==> src/rtl/types.sv <==
// Shared pipeline types: general-purpose register word and the fetched
// instruction record passed from instr_fetch through instr_queue to decode.
`ifndef __TYPES_SV__
`define __TYPES_SV__

package types;

    typedef logic [31:0] gpreg;

    typedef struct packed {
        gpreg        pc;
        logic [31:0] raw;
    } fetched_instr_t;

endpackage

`endif

==> src/rtl/fifo_ctrl.sv <==
// Pointer/occupancy controller for a power-of-two circular FIFO with a
// one-cycle flush; the storage array itself lives in the instantiating queue.
module fifo_ctrl #(
    parameter int DEPTH = 4,
    localparam int AW = $clog2(DEPTH),
    localparam int CW = AW + 1
) (
    input  logic          clk,
    input  logic          rst,
    input  logic          flush_i,
    input  logic          push_valid_i,
    input  logic          pop_ready_i,
    output logic          push_ready_o,
    output logic          pop_valid_o,
    output logic          wr_en_o,
    output logic [AW-1:0] wr_ptr_o,
    output logic [AW-1:0] rd_ptr_o,
    output logic [CW-1:0] cnt_o
);

    logic [AW-1:0] rp_q, rp_d;
    logic [AW-1:0] wp_q, wp_d;
    logic [CW-1:0] cnt_q, cnt_d;
    logic          full, empty, push, pop;

    // Full/empty come from the count alone so wp == rp is never ambiguous.
    assign full  = (cnt_q == CW'(DEPTH));
    assign empty = (cnt_q == '0);

    assign push_ready_o = !full;
    assign pop_valid_o  = !empty && !flush_i;
    assign push         = push_valid_i && !full;
    assign pop          = pop_valid_o && pop_ready_i;

    // A push accepted during flush or reset still completes the handshake
    // but must not land in the array.
    assign wr_en_o  = push && !flush_i && !rst;
    assign wr_ptr_o = wp_q;
    assign rd_ptr_o = rp_q;
    assign cnt_o    = cnt_q;

    always_comb begin
        rp_d  = rp_q;
        wp_d  = wp_q;
        cnt_d = cnt_q;
        if (flush_i) begin
            rp_d  = '0;
            wp_d  = '0;
            cnt_d = '0;
        end else begin
            if (push) wp_d = wp_q + AW'(1);
            if (pop)  rp_d = rp_q + AW'(1);
            case ({push, pop})
                2'b10:   cnt_d = cnt_q + CW'(1);
                2'b01:   cnt_d = cnt_q - CW'(1);
                default: cnt_d = cnt_q;
            endcase
        end
    end

    always_ff @(posedge clk) begin
        if (rst) begin
            rp_q  <= '0;
            wp_q  <= '0;
            cnt_q <= '0;
        end else begin
            rp_q  <= rp_d;
            wp_q  <= wp_d;
            cnt_q <= cnt_d;
        end
    end

endmodule

==> src/rtl/instr_queue.sv <==
// Decoupling FIFO between instr_fetch and decode; holds {pc, raw} entries
// and empties in a single cycle on a pipeline flush.
`ifndef __INSTR_QUEUE_SV__
`define __INSTR_QUEUE_SV__

`include "types.sv"

module instr_queue
    import types::*;
#(
    parameter int DEPTH = 4
) (
    input  logic                   clk,
    input  logic                   rst,
    input  logic                   fetched_valid_i,
    output logic                   fetched_ready_o,
    input  fetched_instr_t         fetched_data_i,
    output logic                   decoded_in_valid_o,
    input  logic                   decoded_in_ready_i,
    output fetched_instr_t         decoded_in_data_o,
    input  logic                   flush,
    output logic [$clog2(DEPTH):0] count
);

    localparam int AW = $clog2(DEPTH);

    fetched_instr_t mem_q [DEPTH];
    logic           wr_en;
    logic [AW-1:0]  wr_ptr, rd_ptr;

    fifo_ctrl #(.DEPTH(DEPTH)) u_ctrl (
        .clk          (clk),
        .rst          (rst),
        .flush_i      (flush),
        .push_valid_i (fetched_valid_i),
        .pop_ready_i  (decoded_in_ready_i),
        .push_ready_o (fetched_ready_o),
        .pop_valid_o  (decoded_in_valid_o),
        .wr_en_o      (wr_en),
        .wr_ptr_o     (wr_ptr),
        .rd_ptr_o     (rd_ptr),
        .cnt_o        (count)
    );

    // The array is not reset; only the pointers decide what is live.
    always_ff @(posedge clk) begin
        if (wr_en) mem_q[wr_ptr] <= fetched_data_i;
    end

    assign decoded_in_data_o = mem_q[rd_ptr];

endmodule

`endif

==> config.mk <==
export PLATFORM = sky130hd
export DESIGN_NAME = instr_queue
export DESIGN_NICKNAME = d
export VERILOG_FILES = /design/src/rtl/fifo_ctrl.sv /design/src/rtl/instr_queue.sv
export VERILOG_INCLUDE_DIRS = /design/src /design/src/rtl
export SDC_FILE = /design/constraint.sdc
export NUM_CORES = 1
export LEC_CHECK = 0
export ABC_AREA = 1
export CORE_UTILIZATION = 53
export CTS_BUF_LIST = sky130_fd_sc_hd__clkbuf_8
export CTS_CLUSTER_DIAMETER = 100
export CTS_CLUSTER_SIZE = 16
export DETAILED_ROUTE_END_ITERATION = 6
export GPL_TIMING_DRIVEN = 0
export PLACE_DENSITY = 0.82
export SETUP_SLACK_MARGIN = 0.05
export SLEW_MARGIN = 20
export SYNTH_ARGS = -nofsm -noshare
export SYNTH_HDL_FRONTEND = slang
export SYNTH_SLANG_ARGS = --single-unit
==> constraint.sdc <==
create_clock -name clk -period 10.3 [get_ports clk]
set_input_delay 2.06 -clock clk [delete_from_list [all_inputs] [get_ports clk]]
set_output_delay 2.06 -clock clk [all_outputs]
set_load 0.02 [all_outputs]
==> summary by stage <==
Status
The run finished with clean final reports.

Clock network
The count of cells resized by post-cts repair is 0. The number of clock sinks seen by CTS is 265. The clock root buffer is clkbuf_8. In this run the number of H-tree levels came out at 1. The maximum buffer depth of the clock tree is 3. After clock tree synthesis, the clock-pin slew on the worst setup and hold paths is 0.10 ns. TritonCTS built the clock tree. The post-cts hold buffer count is 0.

After clock tree synthesis, the setup repair step added 0 buffers. For the worst-skew pair, the clock arrives at the later sink with an insertion delay of 0.52 ns. Clock tree synthesis inserted a total of 20 buffers.

Yosys
The cell area that synthesis handed to floorplanning was 9990 um2. The commonest cells after synthesis are edfxtp_1, nor2_1, o21ai_0. The total nets after synthesis is 766. The post-synthesis area per instance is 14.5 um2. The count of warnings emitted by yosys is 0.

By area the synthesized netlist is led by edfxtp_1, nor2_1, o22ai_1, o21ai_0, o21ai_1. The top cell type by total area after synthesis is edfxtp_1. The proportion of synthesized flip-flops having asynchronous set or reset is 0%. The flip-flop cell with the highest count after synthesis is edfxtp_1. The post-synthesis instance total is approximately 700. The fraction of post-synthesis cell area in the top cell type by area is 76.9%.

The register area share after synthesis is 78.7%. The post-synthesis register bit count is 265. After synthesis, the netlist uses 20 different library cells. The count of flip-flops with a built-in enable after synthesis is 256. The cell with the most instances after synthesis is edfxtp_1.

Detailed routing
Dividing the detail-routed via count by the number of cells gives 5.57. The detailed-route via count is 6,150. The count of nets left with antenna violations once routing finished came out at 0. Summed over all layers, the routed wires come to 20.7 mm.

The detail-routed net length per standard cell is 18.7 um. The first TritonRoute pass finished after 7 iterations. The number of design-rule violations left by the first detailed-router iteration is 494. The DRC violation count after routing is 0.

STA
The number of setup violations in the final report is 0. For the final database, setup skew stands at 0.0185 ns. Setup repair after global routing left no endpoint under its margin.

The final worst-path cycle share is between 50% and 60%. The time the final worst path needs with I/O delays and setup is 5.37 ns. The number of failing hold endpoints at the final stage is 0. The final-report max-slew violation count is 0.

Setup slack closes at approximately 4.9 ns. Measured against its own limit, the worst slew margin works out to around 54%. The sum of negative setup slack is 0 ns. The timing-limited maximum frequency is 186 MHz.

The slew at the pin closest to its max-slew limit is 0.695 ns.

Flow run
The tool flagged a number of max-cap violations equal to 0.

Floorplanning
The I/O pin count is 138. The number of core rows is 49. The initial utilization of the core area, before any placement, comes to 54.9%. The floorplan step set the die width to between 100 and 150 um.

The area of the die is 19,400 um2. The floorplan step defined a core boundary enclosing 18,200 um2. The die boundary height is 139 um.

Placement
During placement, the flow inserted port buffers numbering 137. The final HPWL from detailed placement is 13.2 mm. The setup slack at placement is 4.94 ns. At the end of routability-driven placement, the weighted congestion stood at ~0.74.

GRT
The initial antenna violation count was 0. The first global-routing pass estimated roughly 32 mm of wire. The aggregate global routing overflow is 0. Global routing consumed, over all layers together, between 20% and 30% of the routing resources. The pin count of the biggest net entering global routing is 26. The number of global-route vias before repair is 6,217.

Setup path
At the worst endpoint, the arrival time is 3.31 ns. The largest fanout of any net on the critical path is 4. The setup path with the least slack is of type input pin to output pin. The data required time of the critical path is 8.24 ns. STA classifies the critical path endpoint as an output pin. The endpoint identified for the worst register-to-register timing path is mem_q[2][32]. The longest individual stage delay on the worst path is 0.59 ns. The setup check on the worst reg-to-reg path leaves a slack of 8.13 ns.

The cell depth of the worst flop-to-flop path is 5. The slowest stage of the critical path is the clkdlybuf4s50_1 cell. The source of the worst register-to-register timing path is u_ctrl.cnt_o[1]. Grouping stages by cell kind, the critical path spends the most delay in buffers and inverters. Traced cell by cell, the critical path runs through clkdlybuf4s50_1 -> inv_1 -> nand2_1 -> inv_1 -> clkdlybuf4s50_1. The buffer and inverter count on the worst path is 4. The critical path launch point type is an input pin.

Layout
The count of inserted antenna diode cells is 0. The final net count is 936. The share of final-layout standard cells stronger than drive strength 1 is under 10%. The synthesis-to-finish area growth is 23.0%.

Pwr
For this design the ratio of total power to cell area is 147 nW/um2. The worst-case IR drop observed on VDD is 0.000125 V. The leakage power of the design is 4.14 nW.

Min path
The beginning of the worst hold path is u_ctrl.rd_ptr_o[0]. The path class of the lowest-slack min-delay path is register to register. The number of instances on the worst hold path is 2. For hold timing, the worst endpoint is u_ctrl.rd_ptr_o[0].
[per-layer routing]
metal  GRT usage, %  wire (um)  up-vias
li1               -          -     2917
met1           28.3       8430     2940
met2           36.8      10100      251
met3           3.68       1650       42
met4           6.78        469        0
met5              0          0        -
[cells by family after synthesis]
family | synth area share [%]
simple gates | 5.94
fa+ha+maj | 0.826
flops | 78.7
compound gates | 10.9
buf+inv | 3.58
[how the worst max path moves through the flow]
| stage | from | endpoint | slack (ns) | cells after the start |
|---|---|---|---|---|
| 6_report | flush | decoded_in_valid_o | 4.93 | 5 |
| 5_1_grt | flush | decoded_in_valid_o | 4.84 | 5 |
| 4_1_cts | flush | decoded_in_valid_o | 4.93 | 5 |
| 3_5_place_dp | flush | decoded_in_valid_o | 4.94 | 5 |
| 3_3_place_gp | flush | mem_q[3][26] | 2.01 | 4 |
| 2_1_floorplan | flush | mem_q[0][0] | 4.60 | 3 |
[flip-flops by register name, summed over array words and instances (netlist names), named ones only]
signal           cells
mem_q              256
u_ctrl.cnt_o         3
u_ctrl.rd_ptr_o      2
u_ctrl.wr_ptr_o      2
[cells in the final DEF, fill, tap and decap left out]
| master | count |
|---|---|
| fa_1 | 1 |
| clkdlybuf4s50_1 | 137 |
| nor2_4 | 4 |
| nor2_1 | 135 |
| nand4_1 | 1 |
| dfxtp_1 | 9 |
| inv_6 | 1 |
| a21oi_1 | 6 |
| buf_2 | 1 |
| inv_1 | 33 |
| o22ai_1 | 64 |
| buf_6 | 13 |
| inv_2 | 1 |
| o21ai_0 | 76 |
| buf_12 | 4 |
| ha_1 | 5 |
| o21ai_1 | 56 |
| buf_8 | 1 |
| clkbuf_8 | 21 |
| clkbuf_1 | 18 |
| clkbuf_2 | 3 |
| nand2_1 | 12 |
| buf_16 | 6 |
| nand3_1 | 4 |
| clkinv_1 | 1 |
| buf_4 | 6 |
| edfxtp_1 | 256 |
[worst min-delay path, stage by stage (launching register included)]
cell and delay [ns]:
dfxtp_1 0.33, inv_1 0.07, a21oi_1 0.05
[stage by stage]
| step | cells | hold WS [ns] | instance area, um2 | total power [mW] | util [%] |
|---|---|---|---|---|---|
| 5_1_grt | 1104 | 0.503 | 12300 | 1.87 | 67.5 |
| 3_3_place_gp | 1057 | 0.458 | 11600 | 1.33 | 64.0 |
| 2_1_floorplan | 691 | 0.443 | 9990 | 1.26 | - |
| 4_1_cts | 1104 | 0.480 | 12300 | 1.82 | 67.5 |
| 6_report | 1104 | 0.483 | 12300 | 1.81 | 67.5 |
| 3_5_place_dp | 1068 | 0.460 | 11900 | 1.33 | 65.6 |
[where the power goes]
part / leakage [nW] / internal, mW / switching (mW)
combinational: 1.52 / 0.0539 / 0.0585
sequential: 2.39 / 1.19 / 0.00335
clock: 0.230 / 0.192 / 0.308
[area by class of cell]
cell class                 count  area (um2)
inverter                      21        78.8
clock buffer                  21         289
sequential                   265        7870
buffer                        41         279
tap                          229         287
fill                        1216        5920
timing repair buffer         148        1630
clock inverter                15        61.3
multi-input combinational    364        1800
No activity file was read; power rests on OpenSTA's default activity.
